<file path="config.mk">
export PLATFORM = sky130hd
export DESIGN_NAME = exhaustive_stim_seq
export DESIGN_NICKNAME = d
export VERILOG_FILES = /design/src/rtl/tb_gen_pkg.sv /design/src/rtl/tb_gen_misr.sv /design/src/rtl/exhaustive_stim_seq.sv
export SDC_FILE = /design/constraint.sdc
export NUM_CORES = 1
export LEC_CHECK = 0
export CAP_MARGIN = 10
export CORE_MARGIN = 2
export CORE_UTILIZATION = 40
export CTS_CLUSTER_SIZE = 12
export DETAILED_ROUTE_END_ITERATION = 10
export PLACE_DENSITY = 0.8
export SLEW_MARGIN = 10
export SYNTH_ARGS = -nofsm -noshare
export SYNTH_HDL_FRONTEND = slang
export SYNTH_SLANG_ARGS = --single-unit
</file>
<file path="constraint.sdc">
create_clock -name clk -period 2.55 [get_ports clk]
set_clock_uncertainty 0.2 [all_clocks]
set_input_delay 0.51 -clock clk [delete_from_list [all_inputs] [get_ports clk]]
set_output_delay 0.51 -clock clk [all_outputs]
set_load 0.1 [all_outputs]
</file>
<file path="src/rtl/tb_gen_pkg.sv">
// Shared definitions for the exhaustive stimulus sequencer.
//   - state_e   : sequencer FSM states
//   - MISR_POLY : feedback polynomial of the response signature register
//   - MISR_SEED : value loaded into the signature on reset and on start
//   - misr_next : one signature compaction step
package tb_gen_pkg;

    typedef enum logic [1:0] {
        IDLE    = 2'd0,
        APPLY   = 2'd1,
        PRESENT = 2'd2,
        DONE    = 2'd3
    } state_e;

    localparam logic [31:0] MISR_POLY = 32'h04C1_1DB7;
    localparam logic [31:0] MISR_SEED = 32'hFFFF_FFFF;

    // Shift left, fold the bit that fell out back in through the polynomial,
    // then mix in the new response word.
    function automatic logic [31:0] misr_next(input logic [31:0] sig,
                                              input logic [31:0] data);
        logic [31:0] fb;
        fb = sig[31] ? MISR_POLY : 32'h0;
        return {sig[30:0], 1'b0} ^ fb ^ data;
    endfunction

endpackage

</file>
<file path="src/rtl/tb_gen_misr.sv">
// 32-bit multiple-input signature register.
// Ports:
//   clk, rst_n  : clock, asynchronous active-low reset (loads MISR_SEED)
//   en          : compact `data` into the signature this cycle
//   seed_load   : reload MISR_SEED (wins over en)
//   data        : response word, zero-extended to 32 bits
//   sig         : current signature
module tb_gen_misr
    import tb_gen_pkg::*;
#(
    parameter int OUT_W = 6
) (
    input  logic             clk,
    input  logic             rst_n,
    input  logic             en,
    input  logic             seed_load,
    input  logic [OUT_W-1:0] data,
    output logic [31:0]      sig
);

    logic [31:0] sig_q;
    logic [31:0] sig_d;

    always_comb begin
        sig_d = sig_q;
        if (seed_load) begin
            sig_d = MISR_SEED;
        end else if (en) begin
            sig_d = misr_next(sig_q, 32'(data));
        end
    end

    always_ff @(posedge clk or negedge rst_n) begin
        if (!rst_n) begin
            sig_q <= MISR_SEED;
        end else begin
            sig_q <= sig_d;
        end
    end

    assign sig = sig_q;

endmodule

</file>
<file path="src/rtl/exhaustive_stim_seq.sv">
// Exhaustive stimulus sequencer: walks every IN_W-bit vector in binary order,
// holds each for SETTLE cycles, samples the downstream combinational DUT and
// offers {vector, response} on a valid/ready port.
// Optional feature macro: EXHAUSTIVE_STIM_SIGNATURE_EN builds a 32-bit MISR
// over accepted responses; without it `signature` is tied to 0.
// Ports:
//   clk, rst_n           : clock, asynchronous active-low reset
//   start                : begin a sweep (honoured in IDLE or DONE only)
//   stim                 : vector driven onto the DUT
//   dut_resp             : DUT response
//   resp_valid/resp_ready: response handshake
//   resp_vec, resp_data  : vector and captured response
//   busy, done           : sweep in progress / sweep finished
//   signature            : MISR result (0 when the feature is not built)
//
// Handshake: resp_valid, resp_vec and resp_data are held stable from the
// capture edge until an edge where resp_valid && resp_ready; that edge is the
// transfer. resp_ready while resp_valid is low is ignored.
module exhaustive_stim_seq
    import tb_gen_pkg::*;
#(
    parameter int IN_W   = 5,
    parameter int OUT_W  = 6,
    parameter int SETTLE = 1
) (
    input  logic             clk,
    input  logic             rst_n,
    input  logic             start,
    output logic [IN_W-1:0]  stim,
    input  logic [OUT_W-1:0] dut_resp,
    output logic             resp_valid,
    input  logic             resp_ready,
    output logic [IN_W-1:0]  resp_vec,
    output logic [OUT_W-1:0] resp_data,
    output logic             busy,
    output logic             done,
    output logic [31:0]      signature
);

    localparam int CNT_W = (SETTLE > 1) ? $clog2(SETTLE) : 1;
    localparam logic [CNT_W-1:0] CNT_LAST = CNT_W'(SETTLE - 1);

    state_e           state_q, state_d;
    logic [IN_W-1:0]  stim_q, stim_d;
    logic [CNT_W-1:0] cnt_q, cnt_d;
    logic [IN_W-1:0]  resp_vec_q, resp_vec_d;
    logic [OUT_W-1:0] resp_data_q, resp_data_d;
    logic             resp_valid_q, resp_valid_d;
    logic             busy_q, busy_d;
    logic             done_q, done_d;
    logic             start_ok;

    assign start_ok = start && (state_q == IDLE || state_q == DONE);

    always_comb begin
        state_d      = state_q;
        stim_d       = stim_q;
        cnt_d        = cnt_q;
        resp_vec_d   = resp_vec_q;
        resp_data_d  = resp_data_q;
        resp_valid_d = resp_valid_q;
        busy_d       = busy_q;
        done_d       = done_q;
        case (state_q)
            IDLE, DONE: begin
                if (start) begin
                    state_d = APPLY;
                    stim_d  = '0;
                    cnt_d   = '0;
                    done_d  = 1'b0;
                    busy_d  = 1'b1;
                end
            end
            APPLY: begin
                // The counter marks the last settle cycle; the DUT output is
                // sampled on that cycle's closing edge.
                if (cnt_q == CNT_LAST) begin
                    resp_data_d  = dut_resp;
                    resp_vec_d   = stim_q;
                    resp_valid_d = 1'b1;
                    cnt_d        = '0;
                    state_d      = PRESENT;
                end else begin
                    cnt_d = cnt_q + 1'b1;
                end
            end
            PRESENT: begin
                // resp_valid is always high here, so ready alone is a transfer.
                if (resp_ready) begin
                    resp_valid_d = 1'b0;
                    if (&stim_q) begin
                        state_d = DONE;
                        busy_d  = 1'b0;
                        done_d  = 1'b1;
                    end else begin
                        stim_d  = stim_q + 1'b1;
                        state_d = APPLY;
                    end
                end
            end
            default: state_d = IDLE;
        endcase
    end

    always_ff @(posedge clk or negedge rst_n) begin
        if (!rst_n) begin
            state_q      <= IDLE;
            stim_q       <= '0;
            cnt_q        <= '0;
            resp_vec_q   <= '0;
            resp_data_q  <= '0;
            resp_valid_q <= 1'b0;
            busy_q       <= 1'b0;
            done_q       <= 1'b0;
        end else begin
            state_q      <= state_d;
            stim_q       <= stim_d;
            cnt_q        <= cnt_d;
            resp_vec_q   <= resp_vec_d;
            resp_data_q  <= resp_data_d;
            resp_valid_q <= resp_valid_d;
            busy_q       <= busy_d;
            done_q       <= done_d;
        end
    end

    assign stim       = stim_q;
    assign resp_vec   = resp_vec_q;
    assign resp_data  = resp_data_q;
    assign resp_valid = resp_valid_q;
    assign busy       = busy_q;
    assign done       = done_q;

`ifdef EXHAUSTIVE_STIM_SIGNATURE_EN
    tb_gen_misr #(
        .OUT_W(OUT_W)
    ) u_misr (
        .clk      (clk),
        .rst_n    (rst_n),
        .en       (resp_valid_q && resp_ready),
        .seed_load(start_ok),
        .data     (resp_data_q),
        .sig      (signature)
    );
`else
    logic unused_start_ok;
    assign unused_start_ok = start_ok;
    assign signature = 32'h0;
`endif

endmodule

</file>
==> out/results.tsv, run 1 <==
stage	metric	value	unit
setup_path	slowest_stage	dfrtp_1	
routing	vias_per_cell	4.54	
synth	syn_area	1240	um2
hold_path	hold-path-endpoint	resp_vec[1]	
clocking	cts_tree	done	
synth	synth-simple-area-share	6.68	%
synth	synth.distinct_cells	29	
clocking	htreeDepth	1	
clocking	clk_latency	0.30	ns
global_routing	grt_overflow	0	
routing	dr.pass1.iters	4	
floorplanning	dieWidth	59.6	um
setup_path	startpoint_type	flip-flop	
placement	dpl.cell_count	173	
synth	synth-xor-area-share	0	%
final_layout	diodes	0	
setup_path	r2r_setup_slack	0.62	ns
setup_path	worstPathRequired	2.54	ns
routing	wl_met2	1.03	mm
clocking	root_buffer	clkbuf_4	
placement	place_congestion	0.828	
floorplanning	die_h	59.6	um
floorplanning	core	3000	um2
clocking	cts_sinks	21	
clocking	numCtsBuffers	3	
clocking	postCtsSetupBuffers	0	
routing	wl_met1	842	um
flow_run	cap_viol_max_count	0	
sta	setup_ws	0.620	ns
clocking	cts_resized	0	
synth	synth-seq-cells	21	
sta	timing.final.crit_period	1.93	ns
placement	io_buffers	28	
setup_path	crit_top_cell	ha_1	
global_routing	grt_max_degree	22	
routing	wl_per_cell	11.5	um
placement	place_ws	0.617	ns
setup_path	rr_endpoint	stim[3]	
sta	report.final.slew_viol_count	0	
setup_path	path_cells	ha_1, and3_1, ha_1, and2b_1, o21a_2, o221ai_2	
synth	netlist_instances	114	
setup_path	crit_arrival	1.92	ns
sta	worstMarginPinSlew	0.580	ns
sta	min_period_over_period	75.7	%
routing	topRoutingLayerUsed	met4	
sta	rsz0062_at_grt	false	
sta	fmax	518	MHz
status	outcome	finished, final reports clean	
routing	ant_nets	0	
synth	synthMuxAreaShare	12.9	%
floorplanning	die-area	3550	um2
setup_path	critPathKind	flip-flop to flip-flop	
clocking	cts_buffer_depth	2	
sta	setup_violations	0	
synth	synth_warnings	0	
sta	fin_tns_setup	0	ns
setup_path	path_max_fanout	6	
global_routing	grt_usage	13.0	%
routing	drtIter0Drc	13	
hold_path	holdCritStartpoint	resp_vec[1]	
final_layout	syn_to_final_growth	14.2	%
hold_path	hold_path_depth	1	
global_routing	grt_pass1_wl	3.44	mm
synth	synth-edff-count	0	
final_layout	drive_gt1_share	21.5	%
synth	yosys.area.top_type	dfrtp_1	
synth	synth.yosys.seq_area_share	42.5	%
floorplanning	rows	20	
synth	yosysMostFrequentCell	buf_4	
setup_path	reg2regPathDepth	6	
routing	vias	803	
synth	synth_ff_type	dfrtp_1	
setup_path	setup.worst_path.end_class	flip-flop	
synth	synth-compound-area-share	8.91	%
floorplanning	start_util	41.2	%
sta	hold_violations	0	
final_layout	finalNonFillerCells	177	
synth	yosys-top-cells-count	buf_4 (32), dfrtp_1 (21), mux2_1 (8)	
placement	dp_hpwl	1.63	mm
final_layout	final_nets	161	
setup_path	critPathMaxStageDelay	0.45	ns
synth	synth_top_family_by_area	buffers and inverters	
routing	wl_met3	151	um
clocking	hold_buffers	0	
sta	fin_hold_ws	0.302	ns
routing	drc	0	
clocking	cts.clk_slew.worst_paths	0.11	ns
synth	synthAdderAreaFrac	6.07	%
setup_path	r2r_start	stim[0]	
synth	synthTopCellsByArea	dfrtp_1 (43%), buf_4 (19%), mux2_1 (7.3%)	
routing	wl	2.03	mm
hold_path	hold_class	flip-flop to flip-flop	
synth	syn_avg_cell_area	10.8	um2
global_routing	grt_pass1_vias	740	
synth	synth_top_area_share	42.5	%
synth	async_reset_ff_share	100	%
sta	slew_headroom	61.3	%
global_routing	antenna_found_initial	0	
floorplanning	io_pins	61	
==> logic make-up after synthesis <==
logic type	after synthesis
buffers and inverters	42
adders and majority gates	6
DFF	21
AOI/OAI and AO/OA	15
and+or+nand+nor	15
other	1
muxes	14
==> layer usage <==
| metal | track usage (%) | vias to the layer above |
|---|---|---|
| met2 | 21.2 | 45 |
| met5 | 0 | - |
| met1 | 16.0 | 374 |
| met3 | 4.59 | 2 |
| li1 | - | 382 |
| met4 | 4.44 | 0 |
==> registers in the layout, indices dropped and copies added, names as in the netlist <==
name / cells
busy: 1
done: 1
resp_data: 6
resp_valid: 1
resp_vec: 5
state_q: 2
stim: 5
==> through the flow <==
step / util [%] / area [um2]
finish: 47.0 / 1410
global route: 47.0 / 1410
floorplan: - / 1350
global placement: 46.1 / 1380
detailed placement: 46.1 / 1380
CTS: 47.0 / 1410
==> worst max-delay path, delay by kind of cell, from the launching register on <==
kind / cells / cell delay [ns]
flops: 1 / 0.45
compound gates: 2 / 0.29
fa+ha+maj: 2 / 0.43
simple gates: 2 / 0.46
==> cells in the final DEF, fill, tap and decap left out, types with 3 or more instances in the layout <==
cell	count
a21oi_1	4
buf_4	20
clkbuf_4	3
clkdlybuf4s50_1	9
conb_1	32
dfrtp_1	21
ha_1	6
inv_1	7
mux2_1	8
mux2_2	3
nand2b_1	3
==> area by class of cell <==
type / count / area [um2]
repair buffers: 29 / 240
clock buffers: 3 / 22.5
clock inverters: 1 / 5.00
flip-flops and latches: 21 / 526
multi-input cells: 82 / 547
inverters: 8 / 30.0
fillers: 293 / 1590
well taps: 33 / 41.3
==> how the worst max path moves through the flow <==
stage | startpoint | end | slack [ns] | cells past startpoint
after floorplan | stim[0] | stim[3] | 0.13 | 6
after global placement | resp_ready | stim[3] | 0.66 | 4
after detailed placement | resp_ready | stim[3] | 0.62 | 4
after CTS | stim[0] | stim[3] | 0.61 | 6
after global routing | stim[0] | stim[2] | 0.47 | 6
final | stim[0] | stim[3] | 0.62 | 6
Power of run 1 is left out: the tool's default activity adds up to more than one toggle a clock period on the data nets, which glitch-free logic cannot reach.
==> inputs of run 2 (changes only) <==
Settings changed: CORE_UTILIZATION 40 to 36, PLACE_DENSITY 0.8 to 0.76.
Clock period 2.55 ns to 1.59 ns, I/O delays scaled along.
==> run 2 against run 1 <==
  * The flow now finishes with violations (setup timing)
  * Hold slack got worse by 0.17 ns
  * Highest routed layer unchanged
  * Routed wire length up 31%
  * Cell count grew 19%
  * Critical path depth did not move
  * Non-clock buffer count is 20 higher
  * Critical endpoint unchanged
  * Worst setup slack worse by 0.85 ns
==> out/results.tsv, run 2 (same netlist as run 1, synthesis figures left out) <==
stage	metric	value	unit	change
status	outcome	finished with violations		was finished, final reports clean
status	violations	setup timing		
setup_path	crit_arrival	1.82	ns	was 1.92 ns
setup_path	slowest_stage	dfrtp_4		was dfrtp_1
sta	fmax	550	MHz	was 518 MHz
clocking	htreeDepth	1		unchanged
setup_path	r2r_setup_slack	-0.23	ns	was 0.62 ns
final_layout	n_fill_cell	280		was 293
setup_path	critPathMaxStageDelay	0.51	ns	was 0.45 ns
placement	dp_hpwl	2.00	mm	was 1.63 mm
pwr	p_per_area	1910	nW/um2	
setup_path	crit_family	flip-flops		was simple AND/OR/NAND/NOR gates
pwr	p_leak	0.898	nW	
sta	setup_violations	11		was 0
sta	timing.final.crit_period	1.82	ns	was 1.93 ns
setup_path	path_buf_inv	0		unchanged
hold_path	hold_class	input port to async pin		was flip-flop to flip-flop
final_layout	final_cell_mix	conb_1 (32), buf_12 (19), dfrtp_1 (16), buf_4 (16), clkdlybuf4s50_1 (9)		was conb_1 (32), dfrtp_1 (21), buf_4 (20)
clocking	cts_buffer_depth	2		unchanged
pwr	ir_drop	0.000955	V	
setup_path	crit_top_cell	ha_4		was ha_1
global_routing	grt_usage	14.5	%	was 13.0%
setup_path	critPathKind	flip-flop to flip-flop		unchanged
setup_path	crit_path_end	stim[3]		unchanged
placement	io_buffers	28		unchanged
floorplanning	rows	21		was 20
placement	dpl.cell_count	199		was 173
setup_path	rr_endpoint	stim[3]		unchanged
routing	drtIter0Drc	13		unchanged
sta	min_period_over_period	114	%	was 75.7%
routing	vias_per_cell	4.26		was 4.54
global_routing	grt_pass1_vias	947		was 740
clocking	root_buffer	clkbuf_4		unchanged
placement	place_congestion	0.925		was 0.828
final_layout	finalNonFillerCells	210		was 177
clocking	cts_tree	done		unchanged
final_layout	fin_util	59.0	%	was 47.0%
routing	wl	2.66	mm	was 2.03 mm
final_layout	largest_reg_flops	6		unchanged
floorplanning	dieWidth	62.6	um	was 59.6 um
pwr	report.power.total	3.72	mW	
global_routing	antenna_found_initial	0		unchanged
sta	setup_ws	-0.229	ns	was 0.620 ns
floorplanning	core	3310	um2	was 3000 um2
final_layout	final_nets	181		was 161
final_layout	syn_to_final_growth	58.0	%	was 14.2%
setup_path	cp.depth	6		unchanged
sta	hold_violations	0		unchanged
routing	ant_nets	0		unchanged
global_routing	grt_pass1_wl	4.51	mm	was 3.44 mm
routing	wl_per_cell	12.7	um	was 11.5 um
setup_path	path_cells	ha_4, and3_4, ha_4, and2b_2, o21a_4, o221ai_2		was ha_1, and3_1, ha_1, and2b_1, o21a_2, o221ai_2
setup_path	r2r_start	stim[1]		was stim[0]
setup_path	setup.worst_path.end_class	flip-flop		unchanged
global_routing	grt_max_degree	22		unchanged
setup_path	reg2regPathDepth	6		unchanged
setup_path	worstPathRequired	1.59	ns	was 2.54 ns
flow_run	cap_viol_max_count	0		unchanged
setup_path	path_max_fanout	6		unchanged
setup_path	crit_path_start	stim[1]		was stim[0]
sta	rsz0062_at_grt	true		was false
floorplanning	die-area	3920	um2	was 3550 um2
routing	vias	895		was 803
global_routing	grt_overflow	0		unchanged
floorplanning	start_util	37.3	%	was 41.2%
setup_path	startpoint_type	flip-flop		unchanged
routing	drc	0		unchanged
clocking	cts.clk_slew.worst_paths	0.12	ns	was 0.11 ns
routing	dr.pass1.iters	5		was 4
floorplanning	die_h	62.6	um	was 59.6 um
floorplanning	io_pins	61		unchanged
sta	report.final.slew_viol_count	0		unchanged
final_layout	diodes	0		unchanged
clocking	numCtsBuffers	3		unchanged
final_layout	drive_gt1_share	42.1	%	was 21.5%
clocking	clk_latency	0.31	ns	was 0.30 ns
clocking	cts_sinks	21		unchanged
final_layout	layout_commonest_cell	conb_1		unchanged
[run 2: what timing repair did]
item | CTS | global route
cloned | 0 | 0
resized for setup | 17 | 3
setup endpoints to repair | 23 | 25
buffers inserted | 3 | 5
hold buffers | 0 | 0
pin swaps | 7 | 5
[run 2: per-layer routing]
metal,part of all wire [%],wire length (um),vias up,global-route usage [%]
li1,-,-,418,-
met1,38,1000,443,16.4
met2,56,1490,32,27.2
met3,5.3,142,2,3.06
met4,1.0,27,0,4.17
met5,0,0,-,0
[run 2: through the flow]
stage	worst slack [ns]	hold WS (ns)	TNS, ns	instance area, um2
after floorplan	-0.379	-0.178	-1.93	1390
after global placement	-0.198	0.335	-1.65	1770
after detailed placement	-0.226	0.341	-2.51	1770
after CTS	-0.225	0.124	-1.63	1910
after global routing	-0.269	0.149	-2.13	1950
final	-0.229	0.128	-1.63	1950
[run 2: area by class of cell]
| type | instances | area (um2) | share of cell area [%] |
|---|---|---|---|
| clock buffer | 3 | 22.5 | 1.15 |
| clock inverter | 1 | 5.00 | 0.256 |
| inverter | 8 | 30.0 | 1.54 |
| multi-input combinational | 82 | 654 | 33.5 |
| sequential | 21 | 537 | 27.5 |
| tap | 46 | 57.6 | 2.95 |
| timing repair buffer | 49 | 647 | 33.1 |
[run 2: how the worst min path moves through the flow]
| stage | startpoint | end | slack (ns) | depth (start not counted) |
|---|---|---|---|---|
| after floorplan | rst_n | busy | -0.18 | 0 |
| after global placement | resp_vec[2] | resp_vec[2] | 0.33 | 1 |
| after detailed placement | resp_vec[0] | resp_vec[0] | 0.34 | 1 |
| after CTS | rst_n | resp_data[3] | 0.12 | 2 |
| after global routing | rst_n | stim[2] | 0.15 | 2 |
| final | rst_n | stim[2] | 0.13 | 2 |
[run 2: where the power goes]
group	leakage, nW	internal, mW	switching, mW
clock	0.0177	0.0942	0.171
combinational	0.624	0.930	1.70
sequential	0.256	0.686	0.138
[run 2: worst register-to-register path, stage by stage, from the launching register on]
cell,delay (ns)
dfrtp_4,0.51
ha_4,0.17
and3_4,0.15
ha_4,0.15
and2b_2,0.28
o21a_4,0.17
o221ai_2,0.09
(Power assumes the default switching activity.)
==> inputs of run 3 (changes only) <==
Settings changed: CORE_MARGIN 2 to unset, CTS_CLUSTER_SIZE 12 to 30.
==> run 3 against run 2 <==
  * The flow still finishes with violations (setup timing)
  * Die area decreased by 6.3%
  * Cell count decreased by 0.95%
  * Critical path type unchanged
  * Critical endpoint unchanged
  * Core utilization increased by 2.9 points
  * Clock power about the same
  * Non-clock buffer count unchanged
==> out/results.tsv, run 3 (same netlist as run 1, synthesis figures left out) <==
stage	metric	value	unit	change
status	outcome	finished with violations		unchanged
status	violations	setup timing		unchanged
placement	dpl_cell_area	1780	um2	was 1770 um2
clocking	numCtsBuffers	3		unchanged
routing	vias	917		was 895
pwr	p_leak	0.895	nW	was 0.898 nW
final_layout	fin_util	61.9	%	was 59.0%
setup_path	startpoint_type	flip-flop		unchanged
sta	min_period_over_period	116	%	was 114%
clocking	root_buffer	clkbuf_4		unchanged
floorplanning	io_pins	61		unchanged
routing	ant_nets	0		unchanged
placement	place_congestion	0.829		was 0.925
pwr	swShare	53.6	%	was 54.0%
final_layout	diodes	0		unchanged
sta	fmax	542	MHz	was 550 MHz
routing	vias_per_cell	4.41		was 4.26
routing	drtIter0Drc	13		unchanged
sta	rsz0062_at_grt	true		unchanged
setup_path	reg2regPathDepth	6		unchanged
floorplanning	die_h	60.6	um	was 62.6 um
clocking	cts_sinks	21		unchanged
routing	drc	0		unchanged
global_routing	use_met2	24.8	%	was 27.2%
final_layout	n_fill_cell	248		was 280
sta	setup_violations	11		unchanged
setup_path	setup.worst_path.end_class	flip-flop		unchanged
final_layout	final_nets	181		unchanged
global_routing	busiest_layer	met2		unchanged
pwr	seq_power_share	22.2	%	about the same
floorplanning	dieWidth	60.6	um	was 62.6 um
final_layout	design_area	1950	um2	unchanged
sta	setup_ws	-0.255	ns	was -0.229 ns
floorplanning	die-area	3670	um2	was 3920 um2
global_routing	antenna_found_initial	0		unchanged
floorplanning	start_util	39.2	%	was 37.3%
global_routing	use_met1	15.7	%	was 16.4%
setup_path	critPathKind	flip-flop to flip-flop		unchanged
final_layout	layout_commonest_cell	conb_1		unchanged
pwr	p_comb_share	70.8	%	was 70.7%
final_layout	largest_reg_flops	6		unchanged
clocking	htreeDepth	1		unchanged
final_layout	drive_gt1_share	41.5	%	was 42.1%
flow_run	cap_viol_max_count	0		unchanged
clocking	cts.clk_slew.worst_paths	0.12	ns	about the same
pwr	p_per_area	1910	nW/um2	about the same
pwr	p_switching	2.00	mW	was 2.01 mW
setup_path	path_max_fanout	6		unchanged
sta	timing.final.crit_period	1.85	ns	was 1.82 ns
final_layout	final_cell_mix	conb_1 (32), buf_12 (19), dfrtp_1 (16)		was conb_1 (32), buf_12 (19), dfrtp_1 (16), buf_4 (16), clkdlybuf4s50_1 (9)
pwr	ir_drop	0.00171	V	was 0.000955 V
global_routing	grt_max_degree	22		unchanged
placement	place_ws	-0.250	ns	was -0.226 ns
global_routing	grt_usage	14.0	%	was 14.5%
setup_path	worstPathRequired	1.58	ns	was 1.59 ns
final_layout	syn_to_final_growth	58.0	%	unchanged
sta	report.final.slew_viol_count	0		unchanged
routing	wl_per_cell	12.0	um	was 12.7 um
clocking	hold_buffers	0		unchanged
hold_path	hold_class	input port to async pin		unchanged
floorplanning	core	3150	um2	was 3310 um2
pwr	p_int	1.73	mW	was 1.71 mW
clocking	cts_tree	done		unchanged
global_routing	grt_pass1_wl	3.71	mm	was 4.51 mm
pwr	p_clk_share	7.0	%	was 7.1%
placement	io_buffers	28		unchanged
final_layout	finalNonFillerCells	208		was 210
clocking	clk_latency	0.31	ns	about the same
global_routing	grt_pass1_vias	870		was 947
global_routing	grtUsageMet3	4.69	%	was 3.06%
routing	dr.pass1.iters	4		was 5
placement	dpl.cell_count	198		was 199
setup_path	crit_arrival	1.84	ns	was 1.82 ns
sta	hold_violations	0		unchanged
placement	dp_hpwl	1.80	mm	was 2.00 mm
floorplanning	rows	20		was 21
global_routing	grt_overflow	0		unchanged
routing	wl	2.50	mm	was 2.66 mm
sta	fin_tns_setup	-1.87	ns	was -1.63 ns
clocking	cts_buffer_depth	2		unchanged
[run 3: cell count changes in the layout (fill, tap and decap cells not counted)]
cell	before	now
buf_6	5	6
buf_4	16	15
clkbuf_1	0	1
clkinv_2	1	0
[run 3: area by class of cell]
cell class | count | area [um2] | share of cell area [%]
Timing Repair Buffer | 49 | 651 | 33.3
Clock buffer | 4 | 26.3 | 1.35
Inverter | 8 | 30.0 | 1.54
Tap cell | 44 | 55.1 | 2.82
Sequential cell | 21 | 537 | 27.5
Multi-Input combinational cell | 82 | 654 | 33.5
[run 3: worst max-delay path, stage by stage, from the launching register on]
cell and delay, ns:
dfrtp_4 0.51, ha_4 0.17, and3_4 0.16, ha_4 0.15, and2b_2 0.28, o21a_4 0.17, o221ai_2 0.09
[run 3: repair_timing]
| action | CTS | global route |
|---|---|---|
| pin swaps | 5 | 8 |
| setup endpoints to repair | 21 | 24 |
| setup buffers | 1 | 5 |
| gates resized for setup | 11 | 9 |
[run 3: layer usage]
| layer | up-vias | share of wire [%] |
|---|---|---|
| li1 | 424 | - |
| met1 | 445 | 41 |
| met2 | 48 | 53 |
| met3 | 0 | 6.2 |
| met4 | 0 | 0 |
| met5 | - | 0 |
[run 3: worst paths after layout]
check                                   from      endpoint  slack (ns)
worst min-delay path                   rst_n       stim[0]        0.15
min in group clk                resp_data[0]  resp_data[0]        0.37
max in group asynchronous              rst_n       stim[1]        0.80
worst min register to register  resp_data[0]  resp_data[0]        0.37
worst max-delay path                 stim[1]       stim[3]       -0.26
worst max register to register       stim[1]       stim[3]       -0.26
[run 3: power groups by stage]
stage	combinational, mW	sequential, mW	clock, mW
2_1_floorplan	0.909	1.65	0
3_3_place_gp	2.48	0.831	0
3_5_place_dp	2.52	0.840	0
6_report	2.64	0.826	0.262
5_1_grt	2.74	0.845	0.293
4_1_cts	2.56	0.828	0.273
[run 3: stage by stage]
stage / hold WS (ns) / power (mW)
3_5_place_dp: 0.345 / 3.36
6_report: 0.150 / 3.72
4_1_cts: 0.157 / 3.66
2_1_floorplan: -0.178 / 2.56
3_3_place_gp: 0.334 / 3.31
5_1_grt: 0.170 / 3.88
